File: src/rtl/inv_permute_slices_pkg.sv
// Shared definitions for the slice permutation stages (forward and inverse).
// Holds the slice geometry defaults, the controller state type and the
// forward lane map pi_fwd_idx(). Both directions use this one definition of
// the map, so they cannot drift apart.
package inv_permute_slices_pkg;

    localparam int unsigned SLICE_W    = 25;
    localparam int unsigned DEF_SLICES = 64;
    localparam int unsigned DEF_ADR_W  = 6;

    typedef enum logic [2:0] {
        ST_IDLE,
        ST_READ,
        ST_WAIT,
        ST_WRITE,
        ST_DONE
    } state_e;

    // Forward lane map. Lane i sits at x = i%5, y = i/5 after a (+3,+3)
    // coordinate shift; result is a lane index in [0:24] (index 0 = MSB).
    function automatic int unsigned pi_fwd_idx(input int unsigned i);
        int unsigned x;
        int unsigned y;
        x = ((i % 5) + 3) % 5;
        y = ((i / 5) + 3) % 5;
        return ((y + 2) % 5) + 5 * ((((2 * x + 3 * y) % 5) + 2) % 5);
    endfunction

endpackage

File: src/rtl/inv_permute_slices_inv_pi.sv
// inv_pi_slice: purely combinational inverse lane permutation of one slice.
//   slice_i : input slice  [0:24], index 0 is MSB
//   slice_o : output slice [0:24], slice_o[i] = slice_i[pi_fwd_idx(i)]
// Pure wiring; the index function is evaluated at elaboration time.
module inv_pi_slice
    import inv_permute_slices_pkg::*;
(
    input  logic [0:SLICE_W-1] slice_i,
    output logic [0:SLICE_W-1] slice_o
);

    for (genvar i = 0; i < SLICE_W; i++) begin : g_lane
        assign slice_o[i] = slice_i[pi_fwd_idx(i)];
    end

endmodule

File: src/rtl/inv_permute_slices.sv
// inv_permute_slices: walks slices 0..SLICES-1 of the single-port slice
// memory, reading each slice, applying the inverse lane permutation and
// writing it back in place. Each slice costs 2+RD_LAT cycles.
//   clock     : rising-edge clock
//   reset     : asynchronous, active-low reset
//   start     : level run request, sampled only in IDLE/DONE
//   mem_rdata : slice read data, valid RD_LAT cycles after the read cycle
//   mem_adr   : slice address, held from the read through the write
//   mem_r     : read strobe, one cycle per slice
//   mem_w     : write strobe, one cycle per slice
//   mem_wdata : permuted slice, valid while mem_w=1
//   busy      : high in every state except IDLE/DONE
//   done      : high while in DONE
module inv_permute_slices
    import inv_permute_slices_pkg::*;
#(
    parameter int unsigned SLICES = DEF_SLICES,
    parameter int unsigned ADR_W  = DEF_ADR_W,
    parameter int unsigned RD_LAT = 1
) (
    input  logic               clock,
    input  logic               reset,
    input  logic               start,
    input  logic [0:SLICE_W-1] mem_rdata,
    output logic [ADR_W-1:0]   mem_adr,
    output logic               mem_r,
    output logic               mem_w,
    output logic [0:SLICE_W-1] mem_wdata,
    output logic               busy,
    output logic               done
);

    // One extra counter bit keeps the terminal compare from wrapping.
    localparam int unsigned      CNT_W    = ADR_W + 1;
    localparam logic [CNT_W-1:0] CNT_LAST = CNT_W'(SLICES - 1);
    localparam logic [1:0]       LAT_LAST = 2'(RD_LAT - 1);

    state_e             state_q;
    logic [CNT_W-1:0]   cnt_q;
    logic [1:0]         lat_q;
    logic [CNT_W-1:0]   cnt_inc;
    logic [0:SLICE_W-1] perm_d;

    assign cnt_inc = cnt_q + 1'b1;

    inv_pi_slice u_inv_pi (
        .slice_i (mem_rdata),
        .slice_o (perm_d)
    );

    // Outputs are registered alongside the state: each transition sets the
    // strobes and flags that belong to the state being entered.
    always_ff @(posedge clock or negedge reset) begin
        if (!reset) begin
            state_q   <= ST_IDLE;
            cnt_q     <= '0;
            lat_q     <= '0;
            mem_adr   <= '0;
            mem_r     <= 1'b0;
            mem_w     <= 1'b0;
            mem_wdata <= '0;
            busy      <= 1'b0;
            done      <= 1'b0;
        end else begin
            mem_r <= 1'b0;
            mem_w <= 1'b0;
            case (state_q)
                ST_IDLE, ST_DONE: begin
                    if (start) begin
                        state_q <= ST_READ;
                        cnt_q   <= '0;
                        mem_adr <= '0;
                        mem_r   <= 1'b1;
                        busy    <= 1'b1;
                        done    <= 1'b0;
                    end
                end
                ST_READ: begin
                    state_q <= ST_WAIT;
                    lat_q   <= '0;
                end
                ST_WAIT: begin
                    if (lat_q == LAT_LAST) begin
                        mem_wdata <= perm_d;
                        mem_w     <= 1'b1;
                        state_q   <= ST_WRITE;
                    end else begin
                        lat_q <= lat_q + 2'd1;
                    end
                end
                ST_WRITE: begin
                    if (cnt_q == CNT_LAST) begin
                        state_q <= ST_DONE;
                        busy    <= 1'b0;
                        done    <= 1'b1;
                    end else begin
                        cnt_q   <= cnt_inc;
                        mem_adr <= cnt_inc[ADR_W-1:0];
                        mem_r   <= 1'b1;
                        state_q <= ST_READ;
                    end
                end
                default: begin
                    state_q <= ST_IDLE;
                    busy    <= 1'b0;
                    done    <= 1'b0;
                end
            endcase
        end
    end

endmodule
File: config.mk
export PLATFORM = sky130hd
export DESIGN_NAME = inv_permute_slices
export DESIGN_NICKNAME = d
export VERILOG_FILES = /design/src/rtl/inv_permute_slices_pkg.sv /design/src/rtl/inv_permute_slices_inv_pi.sv /design/src/rtl/inv_permute_slices.sv
export SDC_FILE = /design/constraint.sdc
export NUM_CORES = 1
export LEC_CHECK = 0
export ABC_CLOCK_PERIOD_IN_PS = 2400
export CAP_MARGIN = 20
export CORE_MARGIN = 2
export CORE_UTILIZATION = 45
export CTS_CLUSTER_SIZE = 14
export DETAILED_ROUTE_END_ITERATION = 10
export GPL_ROUTABILITY_DRIVEN = 0
export PLACE_DENSITY_LB_ADDON = 0.2
export SYNTH_ARGS = -nofsm -noshare
export SYNTH_HDL_FRONTEND = slang
export SYNTH_SLANG_ARGS = --single-unit
File: constraint.sdc
create_clock -name clock -period 2.4 [get_ports clock]
set_clock_uncertainty 0.2 [all_clocks]
set_input_delay 0.48 -clock clock [delete_from_list [all_inputs] [get_ports clock]]
set_output_delay 0.48 -clock clock [all_outputs]
set_load 0.05 [all_outputs]
==> out/results.txt, run 1 <==
Outcome - finished clean
Commonest cells after routing, fill and taps aside - clkdlybuf4s50_1, dfrtp_1, mux2_2
Syn Nets - 174
Final hold violations - 0
Hold_ws - 0.290 ns
Share of the synthesized area in the top cell type - 56.3%
Max cap viols - 0
Row cnt - 23
Residual DRC - 0
RSZ-0062 raised after global routing - false
GRT met1 Usage - 22.5%
Crit path time final - 2.23 ns
Power per cell area - 1620 nW/um^2
Post-synthesis sequential area ratio - 56.3%
Gr ovfl total - 0
Ant diodes - 0
Initial antenna violation count - 0
Port buffer count - 62
First-pass GRT wire length - 6180 microns
Worst r2r src - lat_q[1]
Total track usage - 18.6%
Cell taking the most area after synthesis - dfrtp_1
Setup ws final - 0.173 ns
HPWL Detailed - 2750 microns
# IOs - 63
Synth Cell Area - 1820 sq um
Net count, final - 236
Critical path launch point type - register
WL/cell - 14.5 microns
Distinct cells, synth - 32
Max Root-Sink Buffers - 2
Synth Area per Inst - 12.7 sq um
Worst Setup SP - mem_adr[3]
Crit path DAT - 1.55 ns
Clk sink count - 41
Width of the die - 67.6 microns
Drt first-iter violations - 52
Leak - 1.08 nW
Commonest non-fill, non-tap cell in the layout - clkdlybuf4s50_1
Met3 Resource Use GR - 6.83%
Worst path slowest cell - clkdlybuf4s50_1
Share of post-route cells with drive strength above 1 - 20.3%
CP delay by family, top - buffers and inverters
WP buf/inv - 1
Critical path cell sequence - clkdlybuf4s50_1
Core area - 3940 sq um
Max-slew violations - 0
Die ar. - 4570 sq um
CTS tree - done
Fin crit share - 92.8%
Via count - 1304
Top cells by area, synth - dfrtp_1, mux2_2, buf_4
Pre-antenna DRT Iters - 4
Vias/cell - 5.07
Post-CTS repair timing setup buffer count - 0
Setup TNS - 0 ns
Root buffer cell - clkbuf_8
Worst setup EP type - primary output
#FFs+latches synth - 41
Setup violators final - 0
Hold path start - lat_q[0]
Layout area overhead - 40.2%
Total CTS buffers - 5
Pin count of the biggest net entering global routing - 27
Most used routing layer - met2
DRT Wirelength - 3730 microns
Worst path max stage delay - 0.83 ns
Kind of critical path - reg -> out
Worst IR drop on VDD - 0.000823 V
CP Max Fanout - 5
Clock transition at the registers of the reported paths - 0.07 ns
Hold Path Class - reg -> reg
Detail Route Antenna Nets - 0
Ys Warns - 0
Slew HR - 62.9%
Gate Count Post-Synth - 144
Latest clock arrival within the worst-skew pair - 0.28 ns
H-tree depth - 2
Place WS - 0.429 ns
Initial Util - 46.2%
Vias in the first global route - 1367
Die Height - 67.6 microns
Filler cells - 279
F_max - 0.449 GHz
Worst slew pin tran - 0.556 ns
Critical path data required time - 1.72 ns
Met2 GRT Util - 31.1%
==> per-stage QoR <==
step	instances	area [sq um]	util, %	power, mW
final	257	2550	64.8	4.15
after global routing	257	2550	64.8	4.40
after CTS	257	2550	64.8	4.20
after detailed placement	248	2430	61.6	3.63
after global placement	248	2430	61.6	3.57
after floorplan	144	1820	-	2.95
==> cells in the mapped netlist <==
master,instances
a2111o_1,1
a21oi_1,3
a22oi_1,1
a31oi_1,3
and3_1,1
and3b_1,1
buf_4,8
buf_6,3
dfrtp_1,41
ha_1,2
inv_1,5
mux2_1,1
mux2_2,24
mux2i_1,1
nand2_1,12
nand2_2,1
nand2b_1,1
nand3_1,5
nand3_2,1
nand3b_4,1
nor2_1,8
nor2b_1,1
nor3_1,2
nor3_4,1
o211ai_2,1
o21a_1,1
o21ai_0,9
o21bai_1,1
o311a_1,1
o31ai_4,1
or4_4,1
xnor2_1,1
==> layout make-up <==
cell class                 count  area, sq um  area share (%)
multi-input combinational     87          683            26.7
timing repair buffer          66          648            25.4
clock inverter                 1         30.0            1.18
sequential                    41         1030            40.2
tap                           50         62.6            2.45
clock buffer                   7         86.3            3.38
inverter                       5         18.8           0.735
==> kinds of logic after synthesis <==
kind of cell / count (synthesis) / share of synthesized area, %
AOI/OAI and AO/OA: 22 / 8.59
adders and majority gates: 2 / 1.37
buffers and inverters: 16 / 6.18
and+or+nand+nor: 36 / 11.1
xor gates and xnor gates: 1 / 0.481
DFF: 41 / 56.3
muxes: 26 / 16.0
==> report_power, final <==
group	leakage, nW	internal, mW	switching, mW
combinational	0.526	0.889	1.46
clock	0.0585	0.339	0.219
sequential	0.498	0.997	0.247
total	1.08	2.23	1.92
==> state kept, by name, indices dropped and copies added (netlist names) <==
register	count
busy	1
cnt_q	2
done	1
lat_q	2
mem_adr	5
mem_r	1
mem_w	1
mem_wdata	25
state_q	3
==> per-layer routing <==
| layer | vias up | wire length (microns) |
|---|---|---|
| li1 | 621 | - |
| met4 | 0 | 19 |
| met1 | 633 | 1590 |
| met3 | 2 | 274 |
| met2 | 48 | 1840 |
| met5 | - | 0 |
==> tightest hold or removal path: cells and delay by family (launching register included) <==
family	cells	cell delay (ns)
flip-flops	1	0.34
AND/OR/NAND/NOR	1	0.04
AO/OA/AOI/OAI	1	0.07
==> final timing paths <==
kind,cells past startpoint,slack (ns),endpoint
worst max register to register,6,0.39,mem_wdata[1]
worst max-delay path,1,0.17,mem_adr[3]
min in group asynchronous,2,0.44,mem_wdata[13]
max in group asynchronous,3,1.01,mem_wdata[7]
worst min register to register,2,0.29,lat_q[0]
worst min-delay path,2,0.29,lat_q[0]
==> timing repair <==
action                                 in CTS  in global routing
gates resized for setup                     0                  0
hold buffers                                1                  0
endpoints found under the hold margin      15                  0
Note: power is estimated with default switching activity, not from simulation.
==> inputs of run 2 (changes only) <==
Settings changed: ABC_CLOCK_PERIOD_IN_PS 2400 to 1800, CELL_PAD_IN_SITES_DETAIL_PLACEMENT set to 0, CELL_PAD_IN_SITES_GLOBAL_PLACEMENT set to 1, CORE_UTILIZATION 45 to 31.
Clock period 2.4 ns to 1.8 ns, I/O delays scaled along.
==> run 2 against run 1 <==
  * Sequential power up 44%
  * Largest power group unchanged
  * Final area up 20%
  * Non-clock buffer count is 9 higher
  * Clock power is 54% higher
  * Cell count is 12% higher
  * Flip-flop and latch count unchanged
  * Critical path depth increased by 5
  * Core utilization fell by 10 points
  * Routed wire length is 9.2% higher
  * Total power increased by 66%
  * First-iteration DRC count up 12%
  * Critical path type is now reg -> reg
  * Register-to-register slack worse by 0.39 ns
==> out/results.txt, run 2 (synthesized netlist as in run 1, its figures left out) <==
Place WS - -0.00939 ns (-0.438 ns)
Max reg flops - 25 (unchanged)
Setup violators final - 0 (unchanged)
Setup ws final - 0.000677 ns (-0.173 ns)
Net count, final - 245 (+3.8%)
Share of post-route cells with drive strength above 1 - 42.6% (+22 points)
Gr ovfl total - 0 (unchanged)
Die ar. - 6510 sq um (+42%)
Total CTS buffers - 5 (unchanged)
Slew HR - 66.0% (+3.1 points)
Layout area overhead - 68.5%
Worst setup EP type - register
DRT Wirelength - 4070 microns (+9.2%)
Seq pwr share - 25.8% (-4.2 points)
Vias/cell - 4.68 (-7.7%)
Commonest cells after routing, fill and taps aside - dfrtp_1, buf_12, clkdlybuf4s50_1
FF/Latch Area - 1030 sq um (unchanged)
CTS tree - done
Clk sink count - 41 (unchanged)
Vias in the first global route - 1359 (-0.59%)
Crit path DAT - 1.78 ns (+0.23 ns)
Pre-antenna DRT Iters - 4 (unchanged)
Detail Route Antenna Nets - 0 (unchanged)
Ant diodes - 0 (unchanged)
Initial antenna violation count - 0 (unchanged)
Internal Pwr Total - 4.02 mW (+81%)
RSZ-0062 raised after global routing - true
Die Height - 80.7 microns (+19%)
Residual DRC - 0 (unchanged)
Psw - 2.88 mW (+50%)
Top reg by flops - mem_wdata
Max-slew violations - 0 (unchanged)
R2R setup slack - 0.0007 ns (-0.39 ns)
Total track usage - 13.9% (-4.6 points)
Setup TNS - 0 ns (unchanged)
Pin count of the biggest net entering global routing - 42 (+56%)
Multi-input combinational cell area - 761 sq um (+11%)
First-pass GRT wire length - 6890 microns (+11%)
Largest regs - mem_wdata: 25 flops, mem_adr: 5 flops, state_q: 3 flops
Root buffer cell - clkbuf_8
H-tree depth - 2 (unchanged)
F_max - 0.556 GHz
Commonest non-fill, non-tap cell in the layout - dfrtp_1
Width of the die - 80.7 microns (+19%)
Leak - 1.36 nW (+26%)
Crit path time final - 1.80 ns
Combinational Power Share - 61.8% (+5.2 points)
Via count - 1349 (+3.5%)
Latest clock arrival within the worst-skew pair - 0.29 ns (about the same)
Drt first-iter violations - 58 (+12%)
Outcome - finished clean
Clock share of power - 12.4% (-1.0 points)
Row cnt - 27 (+17%)
Worst slew pin tran - 0.510 ns (-0.0465 ns)
WL/cell - 14.1 microns (-2.6%)
Clock transition at the registers of the reported paths - 0.08 ns (about the same)
Max cap viols - 0 (unchanged)
# IOs - 63 (unchanged)
Filler cells - 493 (+77%)
Initial Util - 32.5% (-14 points)
Final hold violations - 0 (unchanged)
Power per cell area - 2250 nW/um^2 (+38%)
Critical path data required time - 1.78 ns (+0.06 ns)
Fin crit share - 100%
Kind of critical path - reg -> reg
Core area - 5610 sq um (+42%)
Post-CTS repair timing setup buffer count - 0 (unchanged)
Port buffer count - 62 (unchanged)
Worst IR drop on VDD - 0.000859 V (+4.4%)
Sw Ratio - 41.7% (-4.6 points)
CP Max Fanout - 26 (+21)
Max Root-Sink Buffers - 2 (unchanged)
HPWL Detailed - 3100 microns (+13%)
Critical path launch point type - register
Hold Path Class - reg -> reg
Hold_ws - 0.320 ns (+0.0304 ns)
## run 2: changes by cell type in the layout (fill, tap and decap cells not counted), moves of 2 or more
cell / change
buf_12: +33
clkdlybuf4s50_1: -35
inv_2: +2
mux2_4: +12
mux2_2: -12
buf_4: +11
inv_1: -2
## run 2: worst max-delay path: stages, from the launching register on
cell	delay [ns]
dfrtp_1	0.40
inv_2	0.08
ha_4	0.16
nand2_4	0.05
nor3_4	0.21
buf_12	0.23
mux2_2	0.36
## run 2: path summary, 6_finish.rpt
check                          from            end  cells after the start
setup / recovery           lat_q[1]   mem_wdata[2]                      6
hold / removal             lat_q[0]       lat_q[0]                      2
setup reg to reg           lat_q[1]   mem_wdata[2]                      6
hold reg to reg            lat_q[0]       lat_q[0]                      2
max in group asynchronous     reset  mem_wdata[12]                      3
min in group asynchronous     reset   mem_wdata[3]                      3
## run 2: layout make-up
type	instances	area share (%)
timing repair buffer	75	33.9
sequential	41	33.4
multi-input combinational	87	24.8
tap	72	2.93
clock buffer	5	2.24
clock inverter	3	2.12
inverter	5	0.611
## run 2: power by group through the flow
stage          Clock (mW)  Sequential (mW)  Combinational, mW
6_report            0.858             1.78               4.27
4_1_cts             0.883             1.78               4.29
2_1_floorplan           0             2.73               1.33
5_1_grt             0.937             1.84               4.46
3_5_place_dp            0             1.79               4.27
3_3_place_gp            0             1.77               4.21
## run 2: metal layers
metal,global-route usage [%],vias to the layer above,wire [microns]
met3,4.27,7,284
met1,17.1,658,1700
li1,-,637,-
met5,0,-,0
met2,23.3,47,2020
met4,4.75,0,58
## run 2: metrics by stage
stage | power (mW) | instances | util, % | area (sq um)
global placement | 5.98 | 279 | 51.8 | 2910
CTS | 6.95 | 288 | 54.4 | 3050
finish | 6.90 | 288 | 54.8 | 3070
floorplan | 4.06 | 144 | - | 1880
global route | 7.24 | 288 | 54.8 | 3070
detailed placement | 6.07 | 279 | 51.8 | 2910
## run 2: repair_timing
item                                   in CTS  in global routing
endpoints found under the hold margin      41                  0
cloned                                      0                  0
setup endpoints to repair                   8                 27
resized for setup                           0                  4
hold buffers                                1                  0
